--- src/rtl/vector_reduce_unit.sv ---
// Sequential vector reduction: snapshots a vector on start, folds one element per clock
// (sum / signed max / signed min / OR) and offers the scalar on a valid/ready handshake.
//
// state  | meaning
// S_IDLE | waiting for start; outputs idle
// S_RUN  | folding r_buf[r_idx] into r_acc, one element per cycle
// S_DONE | result presented; held until result_ready handshake
module vector_reduce_unit #(
    parameter int BITS = 8,
    parameter int N    = 64
) (
    input  logic            clk,
    input  logic            rst_n,
    input  logic [BITS-1:0] V [N],
    input  logic [BITS-1:0] V_len,
    input  logic [1:0]      op,
    input  logic            start,
    output logic            busy,
    output logic [BITS-1:0] result,
    output logic            result_valid,
    input  logic            result_ready
);

    localparam int IW = $clog2(N + 1);
    localparam int AW = (N > 1) ? $clog2(N) : 1;

    typedef enum logic [1:0] {S_IDLE, S_RUN, S_DONE} state_t;

    state_t          r_state;
    logic [BITS-1:0] r_buf [N];
    logic [1:0]      r_op;
    logic [BITS-1:0] r_len;
    logic [IW-1:0]   r_idx;
    logic [BITS-1:0] r_acc;
    logic [BITS-1:0] r_result;
    logic            r_valid;
    logic            r_busy;

    logic [BITS-1:0] w_eff_len;
    logic [AW-1:0]   w_idx;
    logic [BITS-1:0] w_e;
    logic [BITS-1:0] w_acc_next;
    logic            w_last;
    logic            w_accept;

    assign w_accept  = (r_state == S_IDLE) && start;
    assign w_eff_len = (32'(V_len) > N) ? BITS'(N) : V_len;
    assign w_idx     = r_idx[AW-1:0];
    assign w_e       = r_buf[w_idx];
    assign w_last    = (32'(r_idx) == (32'(r_len) - 32'd1));

    // First element seeds the accumulator so max/min are not biased by the cleared acc.
    always_comb begin
        w_acc_next = r_acc;
        if (r_idx == '0) begin
            w_acc_next = w_e;
        end else begin
            case (r_op)
                2'b00:   w_acc_next = r_acc + w_e;
                2'b01:   if ($signed(w_e) > $signed(r_acc)) w_acc_next = w_e;
                2'b10:   if ($signed(w_e) < $signed(r_acc)) w_acc_next = w_e;
                default: w_acc_next = r_acc | w_e;
            endcase
        end
    end

    always_ff @(posedge clk) begin
        if (w_accept) r_buf <= V;
    end

    always_ff @(posedge clk or negedge rst_n) begin
        if (!rst_n) begin
            r_state  <= S_IDLE;
            r_op     <= '0;
            r_len    <= '0;
            r_idx    <= '0;
            r_acc    <= '0;
            r_result <= '0;
            r_valid  <= 1'b0;
            r_busy   <= 1'b0;
        end else begin
            case (r_state)
                S_IDLE: begin
                    r_valid <= 1'b0;
                    if (start) begin
                        r_op    <= op;
                        r_len   <= w_eff_len;
                        r_idx   <= '0;
                        r_acc   <= '0;
                        r_busy  <= 1'b1;
                        r_state <= (w_eff_len == '0) ? S_DONE : S_RUN;
                    end
                end
                S_RUN: begin
                    r_acc <= w_acc_next;
                    if (w_last) r_state <= S_DONE;
                    else        r_idx   <= r_idx + IW'(1);
                end
                S_DONE: begin
                    // Result and valid register one cycle after entering DONE.
                    r_result <= r_acc;
                    if (r_valid && result_ready) begin
                        r_valid <= 1'b0;
                        r_busy  <= 1'b0;
                        r_state <= S_IDLE;
                    end else begin
                        r_valid <= 1'b1;
                    end
                end
                default: r_state <= S_IDLE;
            endcase
        end
    end

    assign busy         = r_busy;
    assign result       = r_result;
    assign result_valid = r_valid;

endmodule

--- config.mk ---
export PLATFORM = sky130hd
export DESIGN_NAME = vector_reduce_unit
export DESIGN_NICKNAME = d
export VERILOG_FILES = /design/src/rtl/vector_reduce_unit.sv
export SDC_FILE = /design/constraint.sdc
export NUM_CORES = 1
export LEC_CHECK = 0
export CAP_MARGIN = 20
export CORE_MARGIN = 3
export CORE_UTILIZATION = 54
export CTS_CLUSTER_SIZE = 25
export DETAILED_ROUTE_END_ITERATION = 12
export GPL_TIMING_DRIVEN = 0
export PLACE_DENSITY = 0.86
export SYNTH_ARGS = -nofsm -noshare
export SYNTH_HDL_FRONTEND = slang
export SYNTH_SLANG_ARGS = --single-unit
--- constraint.sdc ---
create_clock -name clk -period 32.5 [get_ports clk]
set_input_delay 3.25 -clock clk [delete_from_list [all_inputs] [get_ports clk]]
set_output_delay 3.25 -clock clk [all_outputs]
set_load 0.01 [all_outputs]
==> results of run 1 <==
==> final cells by class <==
cell class	instances	area share
Sequential cell	549	0.5349
Multi-Input combinational cell	513	0.1865
Timing Repair Buffer	542	0.1811
Clock buffer	65	0.04640
Tap cell	532	0.02184
Clock inverter	31	0.01162
Buffer	50	0.01125
Inverter	33	0.004229
Antenna cell	27	0.002217
==> layer usage <==
metal / vias up / GRT usage / share of wire / routed length (um)
li1: 5945 / - / - / -
met1: 7168 / 0.3961 / 0.35 / 24910
met2: 921 / 0.5375 / 0.52 / 36980
met3: 158 / 0.06368 / 0.084 / 5924
met4: 2 / 0.1342 / 0.037 / 2640
met5: - / 0 / 0.00026 / 18
==> cell families (layout without fill, tap and decap cells) <==
logic type                 count (synthesis)  count (layout)  synth area share
AOI/OAI and AO/OA                        142             142           0.04370
adders and majority gates                 33              33           0.01873
muxes                                    171             171            0.1516
xor gates and xnor gates                  12              12          0.004682
buffers and inverters                     83             721           0.02079
DFF                                      549             549            0.7261
other                                      0              27                 0
and+or+nand+nor                          155             155           0.03439
==> stage by stage <==
stage                     power [uW]  utilization  instances
after detailed placement       854.2       0.6994       2218
after global placement         851.9       0.6957       2212
after global routing            1506       0.7446       2342
final                           1474       0.7446       2342
after CTS                       1478       0.7426       2314
after floorplan                787.6            -       1145
==> layout by cell type, fill, tap and decap left out, types with 28 or more instances in the layout <==
master	netlist	layout
ha_1	32	32
o21ai_0	29	29
clkbuf_16	0	55
dfrtp_1	37	37
mux4_2	105	105
mux2i_1	40	40
nand2_1	58	58
clkdlybuf4s50_1	0	534
edfxtp_1	512	512
clkbuf_1	18	28
inv_1	29	29
==> critical path: stages, from the launching register on <==
cell and delay [ps]:
dfrtp_1 500, buf_2 370, buf_1 750, clkbuf_1 870
mux4_2 500, nor2_1 170, a21o_1 300, ha_1 330
or3_1 410, a2111o_1 380, o21ai_0 230, o211ai_1 200
and3b_1 270, and2_1 180, a221o_1 310
==> path summary, 6_finish.rpt <==
| path | from | endpoint | slack (ps) | cells past startpoint |
|---|---|---|---|---|
| min in group asynchronous | rst_n | result[3] | 2780 | 1 |
| worst max-delay path | r_idx[2] | r_acc[4] | 26570 | 14 |
| worst min-delay path | result[2] | result[2] | 480 | 2 |
| worst max register to register | r_idx[2] | r_acc[4] | 26570 | 14 |
| max in group asynchronous | rst_n | r_idx[3] | 29150 | 1 |
| worst min register to register | result[2] | result[2] | 480 | 2 |
==> where the power goes <==
part	internal (uW)	total, uW	switching, uW
logic	54.8	68.3	13.5
clock network	359	634	275
registers	772	772	0
==> flip-flops by register name, indices dropped and copies added, names as in the netlist <==
name	flops
busy	1
r_idx	7
r_state	2
result	8
r_acc	8
r_len	8
r_op	2
result_valid	1
r_buf	512
==> flow_summary_export.csv, run 1 <==
group,metric,value,unit
worst_setup_path,crit_fanout,10,
yosys,yosys_most_used_dff,"edfxtp_1",
yosys,syn_area_per_cell,19.61,um^2
timing,worst_slack,26570,ps
timing,maxSlewViolCount,0,
timing,rsz0062_at_grt,"no",
timing,finalHoldViolCount,0,
drt,viasPerCell,6.061,
timing,finalSetupViolations,0,
worst_setup_path,crit_required,32990,ps
timing,finClkSkew,31.09,ps
timing,fin_crit_sh,0.1825,
global_route,grt_max_degree,112,
clock_network,ctsResizeCount,0,
power,p_leak,0.01017,uW
global_route,grt_antenna_before_repair,26,
flow_run,cap_violations,0,
die,die_w,209.9,um
yosys,syn_nets,1704,
clock_network,path_clk_slew,60,ps
clock_network,cts_tree,"yes",
yosys,synth_top_area_cell,"edfxtp_1",
worst_setup_path,crit_path_end_kind,"register",
clock_network,cts_num_sinks,549,
placed_design,preCtsSetupSlack,26580,ps
clock_network,cts_root_buf,"clkbuf_16",
worst_hold_path,holdCritPathClass,"reg2reg",
cells_and_area,nFillCells,2389,
die,io_pins,536,
yosys,synthArstFlopShare,0.06740,
cells_and_area,ff_latch_area,16300,um^2
yosys,seq_area_frac_synth,0.7261,
die,die_height,209.9,um
die,dieArea,44050,um^2
yosys,ys_types,67,
cells_and_area,multi_input_area,5682,um^2
drt,antenna_left,0,
cells_and_area,area_delta_synth_final,35.74,%
die,start_util,0.5486,
cells_and_area,nets,2303,
cells_and_area,fin_area,30470,um^2
timing,min_period,5932,ps
clock_network,cts_hold_buf,0,
drt,wl_per_cell,30.09,um
drt,drcViolationCount,0,
clock_network,cts_max_path_buffers,3,
worst_setup_path,crit_type,"reg2reg",
drt,routed_wl,70470,um
placed_design,placed_cell_area,28620,um^2
die,fp.coreArea,40920,um^2
power,ir_drop,61.52,uV
timing,timing.slew.headroom,0.2172,
global_route,grt-ovfl-total,0,
yosys,netlist_area,22450,um^2
die,num_rows,74,
global_route,grt_pass1_wl,98780,um
timing,tightest_slew,1172,ps
yosys,yosys_warnings,0,
timing,finalSetupTns,0,ps
yosys,synthTopCellsByArea,"edfxtp_1, mux4_2, dfrtp_1",
cells_and_area,drive_above_1_share,0.1284,
drt,first_iter_violations,1559,
placed_design,port_buffers,535,
clock_network,insertion_delay,630,ps
global_route,grtUsageTotal,0.3148,
clock_network,cts-htree-levels,2,
drt,vias,14190,
clock_network,cts_setup_buffers,0,
power,power.density,48.37,nW/um^2
placed_design,gp_congestion,0.9048,
yosys,yosysTopAreaCellShare,0.6849,
drt,first_pass_iters,8,
yosys,synth_cells,1145,
timing,clock.fmax,168.6,MHz
global_route,grt_pass1_vias,14810,
placed_design,dpl.hpwl,50890,um
yosys,yosys-top-cells-count,"edfxtp_1, mux4_2, nand2_1",
yosys,synth_most_common_cell,"edfxtp_1",
worst_setup_path,cp.arrival,6420,ps
outcome,status,"finished, final reports clean",
timing,hold_ws,479.7,ps
yosys,synth_seq_cells,549,
yosys,synth_edf_count,512,
clock_network,cts_buffers,55,
worst_setup_path,cp-start-kind,"register",
(Power assumes the default switching activity.)
==> run 2, diff against run 1 <==
CORE_UTILIZATION = 45   (was 54)
PLACE_DENSITY = 0.76   (was 0.86)
clock period = 5 ns   (was 32.5 ns; I/O delays follow)
==> flow_summary_export.csv, run 2 (synthesis results as in run 1) <==
group,metric,value,unit
drt,routed_wl,67340,um
clock_network,cts_tree,"yes",
cells_and_area,largest_reg_flops,512,
clock_network,cts_num_sinks,549,
power,ir_drop,292.7,uV
global_route,grt_pass1_wl,96520,um
cells_and_area,post-route-util,0.6255,
die,die_w,229.4,um
drt,vias,13360,
cells_and_area,regMostFlops,"r_buf",
global_route,met3_usage,0.05547,
drt,antenna_left,0,
timing,finalSetupViolations,0,
timing,finalSetupTns,0,ps
cells_and_area,fin_area,30740,um^2
global_route,grt_pass1_vias,14460,
placed_design,port_buffers,535,
die,die_height,229.4,um
timing,finClkSkew,23.15,ps
worst_setup_path,crit_fanout,10,
global_route,grtUsageMet2,0.4478,
worst_setup_path,crit_required,5510,ps
worst_setup_path,cp.arrival,5300,ps
worst_setup_path,rrSetupSlack,210,ps
drt,viasPerCell,5.403,
worst_setup_path,reg2reg_to,"r_acc[4]",
clock_network,cts_buffers,57,
timing,maxSlewViolCount,0,
cells_and_area,drive_above_1_share,0.1453,
cells_and_area,ff_latch_area,16300,um^2
die,num_rows,81,
worst_setup_path,cp-start-kind,"register",
clock_network,cts_root_buf,"clkbuf_16",
clock_network,insertion_delay,620,ps
timing,timing.slew.headroom,0.05903,
worst_setup_path,r2r_start,"r_idx[1]",
flow_run,cap_violations,0,
drt,first_pass_iters,5,
die,dieArea,52600,um^2
cells_and_area,multi_input_area,5779,um^2
outcome,status,"finished, final reports clean",
global_route,grt_antenna_before_repair,23,
cells_and_area,nets,2304,
cells_and_area,nFillCells,3530,
drt,first_iter_violations,1148,
drt,wl_per_cell,27.23,um
die,fp.coreArea,49150,um^2
clock_network,path_clk_slew,60,ps
worst_hold_path,holdCritPathClass,"in2async",
timing,clock.fmax,208.7,MHz
global_route,grtUsageMet1,0.3146,
placed_design,gp_congestion,0.8249,
clock_network,cts-htree-levels,2,
placed_design,dpl.hpwl,50420,um
power,power.density,308.8,nW/um^2
timing,hold_ws,5.286,ps
worst_setup_path,r2r_cells,18,
power,p_leak,0.01021,uW
die,start_util,0.4567,
global_route,grtUsageTotal,0.2547,
cells_and_area,area_delta_synth_final,36.95,%
worst_setup_path,crit_type,"reg2reg",
worst_setup_path,crit_path_end_kind,"register",
die,io_pins,536,
cells_and_area,final_cell_mix,"clkdlybuf4s50_1, edfxtp_1, mux4_2, clkbuf_16, nand2_1",
drt,drcViolationCount,0,
timing,min_period,4791,ps
global_route,grt-ovfl-total,0,
timing,finalHoldViolCount,0,
timing,tightest_slew,1411,ps
cells_and_area,layout_commonest_cell,"clkdlybuf4s50_1",
global_route,grt_max_degree,270,
clock_network,cts_max_path_buffers,3,
placed_design,placed_cell_area,28690,um^2
global_route,top_usage_layer,"met2",
timing,fin_crit_sh,0.9583,
## run 2: worst max path at each step
stage / startpoint / end / slack (ps)
final: r_idx[1] / r_acc[4] / 210
after global placement: r_idx[2] / r_acc[1] / -880
after detailed placement: r_idx[2] / r_acc[1] / -960
after CTS: r_idx[1] / r_acc[1] / 7
after floorplan: r_idx[1] / r_acc[4] / 820
after global routing: r_idx[1] / r_acc[6] / -10
## run 2: area by class of cell
type,count,area share
timing repair buffer,541,0.1761
clock buffer,68,0.04843
inverter,33,0.004884
antenna,20,0.001628
tap,664,0.02702
buffer,50,0.01449
multi-input combinational,513,0.1880
sequential,549,0.5302
clock inverter,35,0.009198
## run 2: what timing repair did
action,4_1_cts,5_1_grt
gates resized for setup,40,37
setup endpoints to repair,8,8
hold endpoints to repair,0,0
cloned,0,0
pin swaps,1,5
hold buffers,0,0
setup buffers,0,4
## run 2: where the power goes
group / switching [uW] / internal (uW) / total (uW)
Sequential: 0 / 5020 / 5020
Clock: 1760 / 2280 / 4040
Combinational: 78.4 / 355 / 433
Total: 1840 / 7650 / 9490
## run 2: worst max-delay path, cell delays in order, from the launching register on
cell and delay [ps]:
dfrtp_1 350, buf_2 240, buf_6 230, and2_1 140, buf_1 530, a22oi_1 200, o211ai_1 240, nand4_1 240
mux2i_4 310, inv_2 100, ha_1 220, or3_1 330, a2111o_1 370, o21ai_1 170, o211ai_1 120, buf_4 170
and3b_1 220, and2_1 170, a221o_1 320
## run 2: metrics by stage
| step | worst slack [ps] | cells | power, uW |
|---|---|---|---|
| after detailed placement | -959.1 | 2346 | 5548 |
| after global placement | -876.7 | 2344 | 5541 |
| final | 208.7 | 2473 | 9494 |
| after CTS | 6.671 | 2449 | 9566 |
| after floorplan | 819.1 | 1145 | 5119 |
| after global routing | -14.84 | 2471 | 9762 |
## run 2: routing by layer
metal,share of wire,up-vias
li1,-,5940
met1,0.38,6750
met2,0.53,559
met3,0.067,106
met4,0.028,6
met5,0.00052,-
==> run 3, diff against run 2 <==
CORE_MARGIN = default   (was 3)
==> flow_summary_export.csv, run 3 (synthesis results as in run 1) <==
group,metric,value,unit
timing,finalHoldViolCount,0,
cells_and_area,ff_latch_area,16300,um^2
drt,first_pass_iters,5,
timing,tightest_slew,1264,ps
global_route,grt_antenna_before_repair,14,
timing,worst_slack,123.8,ps
worst_setup_path,r2r_start,"r_idx[0]",
placed_design,dpl.hpwl,49540,um
flow_run,cap_violations,0,
drt,routed_wl,66280,um
cells_and_area,final_cell_mix,"clkdlybuf4s50_1, edfxtp_1, mux4_2, nand2_1, clkbuf_16",
worst_setup_path,endpoint,"r_acc[0]",
die,start_util,0.4577,
cells_and_area,stdcell_count,2458,
worst_setup_path,r2r_cells,17,
timing,finClkSkew,25.27,ps
global_route,grtUsageTotal,0.2597,
global_route,top_usage_layer,"met2",
global_route,grt_max_degree,279,
cells_and_area,nets,2301,
timing,fin_crit_sh,0.9752,
clock_network,path_clk_slew,60,ps
clock_network,cts_max_path_buffers,3,
timing,timing.slew.headroom,0.1570,
worst_setup_path,cp-startpoint,"r_idx[0]",
cells_and_area,regMostFlops,"r_buf",
global_route,grt_pass1_wl,92780,um
global_route,grtUsageMet2,0.4586,
die,fp.coreArea,49050,um^2
power,p_leak,0.01023,uW
drt,first_iter_violations,1082,
clock_network,insertion_delay,610,ps
placed_design,port_buffers,535,
drt,vias,13420,
worst_setup_path,crit_path_end_kind,"register",
timing,clock.fmax,205.1,MHz
cells_and_area,largest_reg_flops,512,
timing,maxSlewViolCount,0,
global_route,met3_usage,0.05306,
drt,antenna_left,0,
die,io_pins,536,
clock_network,cts-htree-levels,2,
clock_network,cts_tree,"yes",
global_route,grt_pass1_vias,14270,
worst_setup_path,crit_type,"reg2reg",
cells_and_area,nFillCells,3500,
worst_setup_path,cp-start-kind,"register",
global_route,grtUsageMet1,0.3168,
power,ir_drop,289.7,uV
global_route,grt-ovfl-total,0,
die,num_rows,81,
drt,viasPerCell,5.461,
worst_setup_path,crit_required,5540,ps
outcome,status,"finished, final reports clean",
clock_network,cts_root_buf,"clkbuf_16",
drt,wl_per_cell,26.96,um
cells_and_area,drive_above_1_share,0.1446,
cells_and_area,area_delta_synth_final,36.93,%
placed_design,preCtsSetupSlack,-1232,ps
clock_network,cts_num_sinks,549,
die,die_w,225.4,um
worst_setup_path,rrSetupSlack,120,ps
worst_setup_path,reg2reg_to,"r_acc[0]",
die,die_height,225.4,um
timing,min_period,4876,ps
worst_hold_path,holdCritPathClass,"in2async",
placed_design,dp.cells,2347,
worst_setup_path,cp.arrival,5410,ps
cells_and_area,post-route-util,0.6267,
timing,finalSetupViolations,0,
die,dieArea,50780,um^2
clock_network,cts_hold_buf,0,
clock_network,cts_buffers,55,
cells_and_area,multi_input_area,5792,um^2
drt,drcViolationCount,0,
worst_setup_path,crit_fanout,10,
placed_design,gp_congestion,0.8564,
power,power.density,309.7,nW/um^2
cells_and_area,layout_commonest_cell,"clkdlybuf4s50_1",
run 3: changes by cell type in the layout (fill, tap and decap cells not counted), sizes merged:
cell / previous run / this run
diode: 20 / 10
clkinv: 26 / 25
clkinvlp: 4 / 1
buf: 33 / 36
inv: 35 / 37
bufinv: 3 / 6
clkbuf: 92 / 83
run 3: metrics by stage:
stage	hold slack, ps	total power [uW]	instance area, um^2	setup TNS (ps)
floorplan	204.4	5119	22450	0
global placement	479.6	5540	28640	-352770
detailed placement	478.0	5547	28720	-9283
CTS	22.57	9579	30580	0
global route	79.96	9752	30740	-29.26
finish	27.16	9522	30740	0
run 3: layer usage:
layer / part of all wire / vias to the layer above / wire (um)
li1: - / 5916 / -
met1: 0.38 / 6838 / 25340
met2: 0.53 / 549 / 34800
met3: 0.065 / 112 / 4284
met4: 0.027 / 8 / 1801
met5: 0.00081 / - / 54
run 3: worst min path at each step:
stage,to,cells past startpoint
2_1_floorplan,busy,0
4_1_cts,r_idx[2],1
5_1_grt,r_idx[2],1
6_report,r_idx[2],1
3_3_place_gp,result[0],2
3_5_place_dp,result[7],2
run 3: report_power, final:
| group | switching, uW | internal, uW |
|---|---|---|
| Clock | 1740 | 2330 |
| Combinational | 79.1 | 355 |
| Sequential | 0 | 5020 |
run 3: worst max-delay path, stage by stage (launching register included):
cell	delay [ps]
dfrtp_1	380
buf_6	130
buf_12	160
buf_12	160
mux4_1	640
a22o_1	250
a2111oi_4	520
o2111ai_2	250
o31ai_4	130
ha_1	380
nor4_2	390
a2111o_1	210
o21ai_0	110
o211ai_1	190
buf_4	170
and3b_1	260
a21boi_0	270
a221o_1	190
run 3: cell type report:
class	instances	share of cell area
flip-flops and latches	549	0.5303
clock buffers	63	0.04575
diodes	10	0.0008141
repair buffers	542	0.1776
well taps	664	0.02703
clock inverters	36	0.01115
multi-input cells	513	0.1884
plain buffers	48	0.01404
inverters	33	0.004884
run 3: repair_timing:
action / in CTS / in global routing
setup buffers: 1 / 2
pin swaps: 3 / 4
gates resized for setup: 49 / 30
setup endpoints to repair: 8 / 8
